### src/rtl/distortion_multimode.sv
// distortion_multimode: gain -> clip (4 modes) -> volume on a time-multiplexed
// stream of signed samples. Four register stages; each sample carries its own
// settings, channel tag and enable bit so in-flight samples never see a later
// frame's controls.
//
// Handshake: valid-only streaming. in_valid marks a sample on the current
// cycle, there is no ready, the pipeline advances every cycle and out_valid
// marks a result exactly four edges after the input was driven. out and
// out_channel hold their last valid values while out_valid is low.
module distortion_multimode #(
  parameter int WIDTH     = 24,
  parameter int GAIN_FRAC = 20,
  parameter int VOL_FRAC  = WIDTH - 1,
  parameter int CHANNELS  = 2,
  localparam int CW       = (CHANNELS > 1) ? $clog2(CHANNELS) : 1
) (
  input  logic                    clk,
  input  logic                    reset,
  input  logic                    enable,
  input  logic [1:0]              mode,
  input  logic                    in_valid,
  input  logic [CW-1:0]           in_channel,
  input  logic signed [WIDTH-1:0] in,
  input  logic [WIDTH-1:0]        gain,
  input  logic [WIDTH-1:0]        threshold,
  input  logic [WIDTH-1:0]        volume,
  output logic                    out_valid,
  output logic [CW-1:0]           out_channel,
  output logic signed [WIDTH-1:0] out
);

  localparam logic signed [WIDTH-1:0] SMAX = {1'b0, {(WIDTH-1){1'b1}}};
  localparam logic signed [WIDTH-1:0] SMIN = {1'b1, {(WIDTH-1){1'b0}}};
  localparam logic [WIDTH-1:0] GAIN_ONE = WIDTH'(1) << GAIN_FRAC;
  localparam logic [WIDTH-1:0] VOL_ONE  = WIDTH'(1) << VOL_FRAC;

  // Saturate a double-width value into the signed sample range.
  function automatic logic signed [WIDTH-1:0] sat_w(input logic signed [2*WIDTH-1:0] v);
    logic [WIDTH:0] top;
    top = v[2*WIDTH-1:WIDTH-1];
    if ((&top) || !(|top)) return v[WIDTH-1:0];
    return v[2*WIDTH-1] ? SMIN : SMAX;
  endfunction

  // Shadow control registers and the settings that apply to the incoming sample
  logic [WIDTH-1:0] sh_gain, sh_thr, sh_vol;
  logic [1:0]       sh_mode;
  logic             load;
  logic [WIDTH-1:0] eff_gain, eff_thr, eff_vol;
  logic [1:0]       eff_mode;

  // A frame-start sample uses the fresh controls itself; others use the shadow.
  always_comb begin
    load     = in_valid && (in_channel == '0);
    eff_gain = sh_gain;
    eff_thr  = sh_thr;
    eff_vol  = sh_vol;
    eff_mode = sh_mode;
    if (load) begin
      eff_gain = gain;
      eff_thr  = threshold[WIDTH-1] ? SMAX : threshold;
      eff_vol  = volume;
      eff_mode = mode;
    end
  end

  // Shadow registers load only on a frame-start sample.
  always_ff @(posedge clk or negedge reset) begin
    if (!reset) begin
      sh_gain <= GAIN_ONE;
      sh_thr  <= SMAX;
      sh_vol  <= VOL_ONE;
      sh_mode <= 2'b00;
    end else if (load) begin
      sh_gain <= eff_gain;
      sh_thr  <= eff_thr;
      sh_vol  <= eff_vol;
      sh_mode <= eff_mode;
    end
  end

  // Stage registers
  logic                    s1_valid, s2_valid, s3_valid;
  logic [CW-1:0]           s1_ch, s2_ch, s3_ch;
  logic                    s1_en, s2_en, s3_en;
  logic [1:0]              s1_mode, s2_mode;
  logic signed [WIDTH-1:0] s1_raw, s2_raw, s3_raw;
  logic [WIDTH-1:0]        s1_gain, s1_thr, s2_thr, s1_vol, s2_vol, s3_vol;
  logic signed [WIDTH-1:0] s2_x, s3_y;

  // Gain: full signed product, floor shift, saturate.
  logic signed [2*WIDTH-1:0] g_prod, g_sh;
  always_comb begin
    g_prod = $signed({{WIDTH{s1_raw[WIDTH-1]}}, s1_raw}) * $signed({{WIDTH{1'b0}}, s1_gain});
    g_sh   = g_prod >>> GAIN_FRAC;
  end

  // Clip on the gained value according to the sample's mode.
  logic signed [WIDTH-1:0] t_s, half_s, abs_x, clip_y;
  always_comb begin
    t_s    = $signed(s2_thr);
    half_s = $signed(s2_thr >> 1);
    abs_x  = (s2_x == SMIN) ? SMAX : (s2_x[WIDTH-1] ? -s2_x : s2_x);
    clip_y = s2_x;
    case (s2_mode)
      2'b01:   clip_y = (s2_x > t_s) ? t_s : ((s2_x < -t_s) ? -t_s : s2_x);
      2'b10:   clip_y = (s2_x > t_s) ? t_s : ((s2_x < -half_s) ? -half_s : s2_x);
      2'b11:   clip_y = (abs_x > t_s) ? t_s : abs_x;
      default: clip_y = s2_x;
    endcase
  end

  // Volume: same floor/saturate rule as gain; bypass returns the raw sample.
  logic signed [2*WIDTH-1:0] v_prod, v_sh;
  logic signed [WIDTH-1:0]   final_y;
  always_comb begin
    v_prod  = $signed({{WIDTH{s3_y[WIDTH-1]}}, s3_y}) * $signed({{WIDTH{1'b0}}, s3_vol});
    v_sh    = v_prod >>> VOL_FRAC;
    final_y = s3_en ? sat_w(v_sh) : s3_raw;
  end

  // Pipeline advance: valid bits clear on reset, payload follows its sample.
  always_ff @(posedge clk or negedge reset) begin
    if (!reset) begin
      s1_valid <= 1'b0; s2_valid <= 1'b0; s3_valid <= 1'b0;
      s1_ch <= '0; s2_ch <= '0; s3_ch <= '0;
      s1_en <= 1'b0; s2_en <= 1'b0; s3_en <= 1'b0;
      s1_mode <= 2'b00; s2_mode <= 2'b00;
      s1_raw <= '0; s2_raw <= '0; s3_raw <= '0;
      s1_gain <= '0; s1_thr <= '0; s2_thr <= '0;
      s1_vol <= '0; s2_vol <= '0; s3_vol <= '0;
      s2_x <= '0; s3_y <= '0;
    end else begin
      s1_valid <= in_valid;  s1_ch <= in_channel; s1_en <= enable;
      s1_mode  <= eff_mode;  s1_raw <= in;
      s1_gain  <= eff_gain;  s1_thr <= eff_thr;  s1_vol <= eff_vol;

      s2_valid <= s1_valid;  s2_ch <= s1_ch;     s2_en <= s1_en;
      s2_mode  <= s1_mode;   s2_raw <= s1_raw;   s2_x <= sat_w(g_sh);
      s2_thr   <= s1_thr;    s2_vol <= s1_vol;

      s3_valid <= s2_valid;  s3_ch <= s2_ch;     s3_en <= s2_en;
      s3_raw   <= s2_raw;    s3_y <= clip_y;     s3_vol <= s2_vol;
    end
  end

  // Output register: updates only on valid samples, holds through bubbles.
  always_ff @(posedge clk or negedge reset) begin
    if (!reset) begin
      out_valid   <= 1'b0;
      out_channel <= '0;
      out         <= '0;
    end else begin
      out_valid <= s3_valid;
      if (s3_valid) begin
        out_channel <= s3_ch;
        out         <= final_y;
      end
    end
  end

endmodule

### config.mk
export PLATFORM = sky130hd
export DESIGN_NAME = distortion_multimode
export DESIGN_NICKNAME = d
export VERILOG_FILES = /design/src/rtl/distortion_multimode.sv
export SDC_FILE = /design/constraint.sdc
export NUM_CORES = 2
export LEC_CHECK = 0
export BUFFER_PORTS_ARGS = -buffer_cell sky130_fd_sc_hd__buf_2
export CORE_MARGIN = 2
export CORE_UTILIZATION = 65
export CTS_CLUSTER_DIAMETER = 60
export DETAILED_ROUTE_END_ITERATION = 10
export MAX_ROUTING_LAYER = met4
export PLACE_DENSITY = 0.88
export SYNTH_ARGS = -nofsm -noshare
export SYNTH_HDL_FRONTEND = slang
export SYNTH_SLANG_ARGS = --single-unit
### constraint.sdc
create_clock -name clk -period 10.4 [get_ports clk]
set_clock_uncertainty 0.2 [all_clocks]
set_input_delay 0.52 -clock clk [delete_from_list [all_inputs] [get_ports clk]]
set_output_delay 0.52 -clock clk [all_outputs]
set_load 0.03 [all_outputs]
# After elaboration in Yosys (flattened, before gate mapping)
# Cells that the tools add are included.
word_totals:
  ff_bits: 377
  out_inout_bits: 26
  inputBits: 103
classes:
  n_addsub: 3
  n_mul: 2
  bitwise_logic: 1
  n_reduce_logical: 9
  eq_ne: 4
  n_mux: 22
  n_lt_le_gt_ge: 4
ops:
  columns: ["op", "n"]
  rows:
  - ["24-bit two-way mux", 17]
  - ["24-bit by 25-bit multiplier with 48-bit output", 2]
  - ["24-bit one-hot mux with 3 select lines", 1]
  - ["24-bit greater-than comparator", 2]
  - ["24-bit < comparator", 2]
  - ["24-bit negation", 2]
  - ["24-bit equality test (second input constant)", 1]
  - ["23-bit negation with 24-bit output", 1]
  - ["23-bit two-way mux", 1]
  - ["5-bit AND reduction", 1]
  - ["5-bit OR reduction", 1]
  - ["2-bit equality test (second input constant)", 2]
  - ["2-bit by 1-bit equality test with 1-bit output (second input constant)", 1]
  - ["1-bit zero test", 2]
  - ["1-bit logical OR", 2]
  - ["1-bit two-way mux", 2]
  - ["2-bit two-way mux", 1]
  - ["2-bit AND reduction", 1]
  - ["2-bit OR reduction", 1]
  - ["1-bit logical AND", 1]
  - ["1-bit NOT", 1]

# Longest topological paths before layout
depth:
  word_depth: 7
  ltp_mapped: 30

# Least setup slack after synthesis
# OpenSTA, ideal clock, no wires.
synth_path:
  kind: "register to register"
  startpoint: "register s1_raw[0]"
  endpoint: "register s2_x[14]"
  stages_incl_launch_ff: 29
  t_required_ns: 10.082
  period_less_slack_ns: 7.490
  path_slack_ns: 2.910
  n_path_buf: 2
  arrival_ns: 7.172
  path_cell_list: "dfrtp_1 -> clkbuf_1 -> and2_1 -> fa_1 -> inv_1 -> fa_1 -> fa_1 -> inv_1 -> fa_1 -> inv_1 -> fa_1 -> inv_1 -> fa_1 -> inv_1 -> fa_1 -> inv_1 -> ha_1 -> nand4_1 -> nor2_1 -> nand4_1 -> a2111o_1 -> and2_1 -> a31oi_1 -> a31oi_1 -> o21bai_1 -> xnor2_1 -> o31a_1 -> buf_2 -> a21o_1"
synth_between:
  elab_chain_cells: 6
  word_cells_on_any_way: 9
  cone_classes: "1 x mul; 4 x mux; 4 x reduce/logical"
synth_rtl:
  columns: ["item", "line", "source"]
  rows:
  - ["start, declared", "87", "logic signed [WIDTH-1:0] s1_raw, s2_raw, s3_raw;"]
  - ["start signal, assigned", "135", "s1_mode <= eff_mode; s1_raw <= in;"]
  - ["24-bit by 25-bit multiplier with 48-bit output (*)", "94", "g_prod = $signed({{WIDTH{s1_raw[WIDTH-1]}}, s1_raw}) * $signed({{WIDTH{1'b0}}, s1_gain});"]
  - ["5-bit OR reduction", "41", "if ((&top) || !(|top)) return v[WIDTH-1:0];"]
  - ["1-bit zero test", "41", null]
  - ["1-bit logical OR", "41", null]
  - ["1-bit two-way mux", "41", null]
  - ["24-bit two-way mux (*)", "42", "return v[2*WIDTH-1] ? SMIN : SMAX;"]
  - ["end signal, assigned", "139", "s2_mode <= s1_mode; s2_raw <= s1_raw; s2_x <= sat_w(g_sh);"]
  - ["end, declared", "89", "logic signed [WIDTH-1:0] s2_x, s3_y;"]
# Every way passes the cells marked *; elsewhere a longest branch is shown, timed or not. The select of a mux whose other input is x is not followed.
# A chain may end at the register's enable or synchronous reset.

# Worst setup path in the final report
layout_path:
  startpoint: "register s1_raw[8]"
  endpoint: "register s2_x[16]"
# The elaborated chain is that of the path after synthesis.

==> flow_summary_export.csv <==
group,metric,value,unit
synthesis,postSynthRegisterBits,377,
hold_path,hold-path-endpoint,"sh_thr[6]$_DFFE_PN1P_",
timing,rsz0062_at_grt,"no",
clocking,worstSkewPairLatency,670,ps
synthesis,synth_seq_area_share,17.7,%
critical_path,worstPathArrival,9740,ps
timing,final.period_utilization,90.3,%
run_status,run_status,"finished, final reports clean",
synthesis,post-synth-top-count-cell,"sky130_fd_sc_hd__inv_1",
critical_path,critical_path.endpoint_type,"flop",
placement,placed_cell_area,55000,sq um
global_routing,grt_pass1_vias,46900,
clocking,clk_pin_slew,70,ps
synthesis,synthTopCellsByArea,"sky130_fd_sc_hd__fa_1 (36%), sky130_fd_sc_hd__dfrtp_1 (16%), sky130_fd_sc_hd__ha_1 (11%)",
floorplan,die_h,291,microns
global_routing,grt_util_all_layers,39.9,%
run,timing.max_cap.violations,0,
synthesis,postSynthAreaPerCell,9.61,sq um
layout,multi_input_logic_area,38900,sq um
placement,routabilityCongestion,0.995,
layout,layout-drive-gt1-share,7.52,%
synthesis,synth_enable_flop_cells,0,
clocking,cts_buffer_depth,3,
floorplan,floorplan.die.width,291,microns
floorplan,core_area,81800,sq um
detailed_routing,wirelength,158,mm
critical_path,rr_worst_depth,26,
critical_path,timing_worst_setup_path_type,"flop to flop",
detailed_routing,routed_wire_length_per_instance,23.4,microns
layout,layout.cell_area.non_filler,57500,sq um
synthesis,mappedNetlistNets,7123,
synthesis,syn_inst,5577,
clocking,cts_root_buf,"sky130_fd_sc_hd__clkbuf_16",
critical_path,timing.rr.end,"s2_x[16]$_DFF_PN0_",
synthesis,synth_cell_type_count,83,
layout,area_delta_synth_final,7.38,%
critical_path,crit_fanout,25,
synthesis,post_synth_instance_area,53600,sq um
timing,timing.final.setup_violations,0,
global_routing,grt_pass1_wl,252,mm
layout,layout.nets,7178,
global_routing,maximum_number_of_pins_on_one_net_before_global_route_repair,187,
timing,slew_headroom,9.04,%
clocking,postCtsHoldBufs,93,
synthesis,dominantRegCellSynth,"sky130_fd_sc_hd__dfrtp_1",
critical_path,crit_required,10750,ps
timing,tightest_slew,1360,ps
detailed_routing,remaining_drc_errors,0,
timing,slew_viol_final,0,
placement,dp_hpwl,109,mm
global_routing,sum_of_overflow_across_all_layers_after_global_routing,0,
synthesis,asyncSetResetFlopFracSynth,100,%
synthesis,synth_top_cells_by_count,"sky130_fd_sc_hd__inv_1 (1107), sky130_fd_sc_hd__fa_1 (962), sky130_fd_sc_hd__nand2_1 (779)",
detailed_routing,detail_route.first_pass.iterations,8,
floorplan,rows,105,
floorplan,overall_die_area,84800,sq um
synthesis,post-synth-top-area-fraction,35.9,%
clocking,post-cts-setup-buffers,0,
clocking,tritoncts_clock_tree,"yes",
detailed_routing,detail-route-antenna-nets,0,
timing,final_period_minus_worst_setup_slack,9390,ps
clocking,tritoncts.num_buffers,47,
floorplan,initial_utilization,65.5,%
clocking,post_cts.resized_instances,0,
clocking,cts_max_level,2,
timing,timing.hold.ws,32.9,ps
synthesis,yosysTopAreaCell,"sky130_fd_sc_hd__fa_1",
floorplan,io-pin-count,129,
placement,buffer_ports.inserted,128,
timing,timing.final.hold_violations,0,
clocking,cts_sinks,377,
layout,regArea,9470,sq um
placement,dp_cell_count,6560,
timing,fin_tns_setup,0,ps
detailed_routing,vias_post_dr,42000,
timing,max_freq,106,MHz
critical_path,critical_path.reg2reg.startpoint,"s1_raw[8]$_DFF_PN0_",
global_routing,antenna_found_initial,7,
critical_path,reg2reg_setup_slack,1010,ps
hold_path,worst_min_delay_path_class,"input port to flop",
synthesis,ys.warnings.count,0,
critical_path,crit_path_start_kind,"flop",
hold_path,hold-path-cell-count,3,
hold_path,hold_start,"threshold[6]",
layout,post_route_non_filler_standard_cell_count,6751,
layout,fillerInstances,5483,
detailed_routing,drt_iter0_drc,4339,
detailed_routing,avgViaCountPerCell,6.22,
-- cell usage in the layout (no fill, tap or decap), types with 9 or more instances in the layout --
master	instances
sky130_fd_sc_hd__nor2b_1	37
sky130_fd_sc_hd__or3_1	16
sky130_fd_sc_hd__diode_2	15
sky130_fd_sc_hd__o21bai_1	9
sky130_fd_sc_hd__dfrtp_1	352
sky130_fd_sc_hd__o211ai_1	13
sky130_fd_sc_hd__dfstp_2	25
sky130_fd_sc_hd__o2bb2ai_1	12
sky130_fd_sc_hd__and2_1	437
sky130_fd_sc_hd__a21oi_1	159
sky130_fd_sc_hd__xor2_1	22
sky130_fd_sc_hd__buf_2	127
sky130_fd_sc_hd__o21a_1	23
sky130_fd_sc_hd__a21o_1	71
sky130_fd_sc_hd__and3_1	13
sky130_fd_sc_hd__mux2i_1	16
sky130_fd_sc_hd__inv_1	1107
sky130_fd_sc_hd__a222oi_1	13
sky130_fd_sc_hd__nor4_1	10
sky130_fd_sc_hd__a221oi_1	25
sky130_fd_sc_hd__xnor2_1	93
sky130_fd_sc_hd__nor3_1	23
sky130_fd_sc_hd__nor2_1	165
sky130_fd_sc_hd__nand2b_1	39
sky130_fd_sc_hd__mux2_2	115
sky130_fd_sc_hd__a31oi_1	15
sky130_fd_sc_hd__clkbuf_16	48
sky130_fd_sc_hd__a211oi_1	12
sky130_fd_sc_hd__ha_1	481
sky130_fd_sc_hd__o31ai_1	10
sky130_fd_sc_hd__o21ai_0	80
sky130_fd_sc_hd__nand2_1	779
sky130_fd_sc_hd__buf_4	52
sky130_fd_sc_hd__nand4_1	30
sky130_fd_sc_hd__dlygate4sd3_1	93
sky130_fd_sc_hd__or2_2	9
sky130_fd_sc_hd__nand3_1	44
sky130_fd_sc_hd__fa_1	962
-- logic make-up (layout without fill, tap and decap cells) --
family,after synthesis,after routing,share of synthesized area [%]
xor+xnor,115,115,1.88
mux,132,132,2.74
compound gates,508,508,6.34
simple gates,1623,1623,14.5
buf+inv,1378,1467,9.68
flops,377,377,17.7
fa+ha+maj,1444,1444,47.2
other cells,0,15,0
-- layer usage --
metal,GRT usage [%],vias up,part of all wire (%),routed length [microns]
met5,-,-,0,0
met4,29.4,0,9.1,14300
met3,9.85,1205,11,17500
met2,62.5,3095,47,74000
met1,44.6,20500,33,52400
li1,-,17200,-,-
-- through the flow --
step / worst slack, ps / utilization (%)
after floorplan: 2910 / -
after global placement: 1690 / 67.2
after detailed placement: 1500 / 67.2
after CTS: 1440 / 70.3
final: 1010 / 70.3
after global routing: 780 / 70.3
-- critical path, cell delays in order (launching register included) --
cell,delay [ps]
sky130_fd_sc_hd__dfrtp_1,1150
sky130_fd_sc_hd__and2_1,260
sky130_fd_sc_hd__fa_1,500
sky130_fd_sc_hd__fa_1,630
sky130_fd_sc_hd__inv_1,180
sky130_fd_sc_hd__fa_1,230
sky130_fd_sc_hd__inv_1,170
sky130_fd_sc_hd__fa_1,630
sky130_fd_sc_hd__inv_1,90
sky130_fd_sc_hd__fa_1,540
sky130_fd_sc_hd__inv_1,50
sky130_fd_sc_hd__fa_1,480
sky130_fd_sc_hd__inv_1,50
sky130_fd_sc_hd__fa_1,490
sky130_fd_sc_hd__inv_1,50
sky130_fd_sc_hd__ha_1,290
sky130_fd_sc_hd__nand4_1,220
sky130_fd_sc_hd__nor2_1,270
sky130_fd_sc_hd__nand4_1,190
sky130_fd_sc_hd__a2111o_1,500
sky130_fd_sc_hd__and2_1,200
sky130_fd_sc_hd__a31oi_1,300
sky130_fd_sc_hd__a31oi_1,240
sky130_fd_sc_hd__o21bai_1,200
sky130_fd_sc_hd__xnor2_1,180
sky130_fd_sc_hd__o31a_1,760
sky130_fd_sc_hd__a21o_1,180
-- worst max path at each step --
| stage | startpoint | endpoint | slack (ps) | cells past startpoint |
|---|---|---|---|---|
| floorplan | s1_raw[0]$_DFF_PN0_ | s2_x[14]$_DFF_PN0_ | 2910 | 28 |
| global route | s1_raw[8]$_DFF_PN0_ | s2_x[16]$_DFF_PN0_ | 780 | 26 |
| finish | s1_raw[8]$_DFF_PN0_ | s2_x[16]$_DFF_PN0_ | 1010 | 26 |
| detailed placement | s3_vol[10]$_DFF_PN0_ | out[11]$_DFFE_PN0P_ | 1500 | 23 |
| CTS | s1_raw[10]$_DFF_PN0_ | s2_x[0]$_DFF_PN0_ | 1440 | 25 |
| global placement | s3_vol[10]$_DFF_PN0_ | out[11]$_DFFE_PN0P_ | 1690 | 23 |
-- area by class of cell --
cell class	instances	share of cell area, %
Tap cell	1070	2.33
Inverter	1110	7.24
Sequential cell	377	16.4
Clock inverter	26	0.570
Clock buffer	57	2.22
Antenna cell	15	0.0652
Multi-Input combinational cell	3822	67.7
Timing Repair Buffer	274	3.46
Power is left out: the tool's default activity adds up to more than one toggle a clock period on the data nets, which glitch-free logic cannot reach.
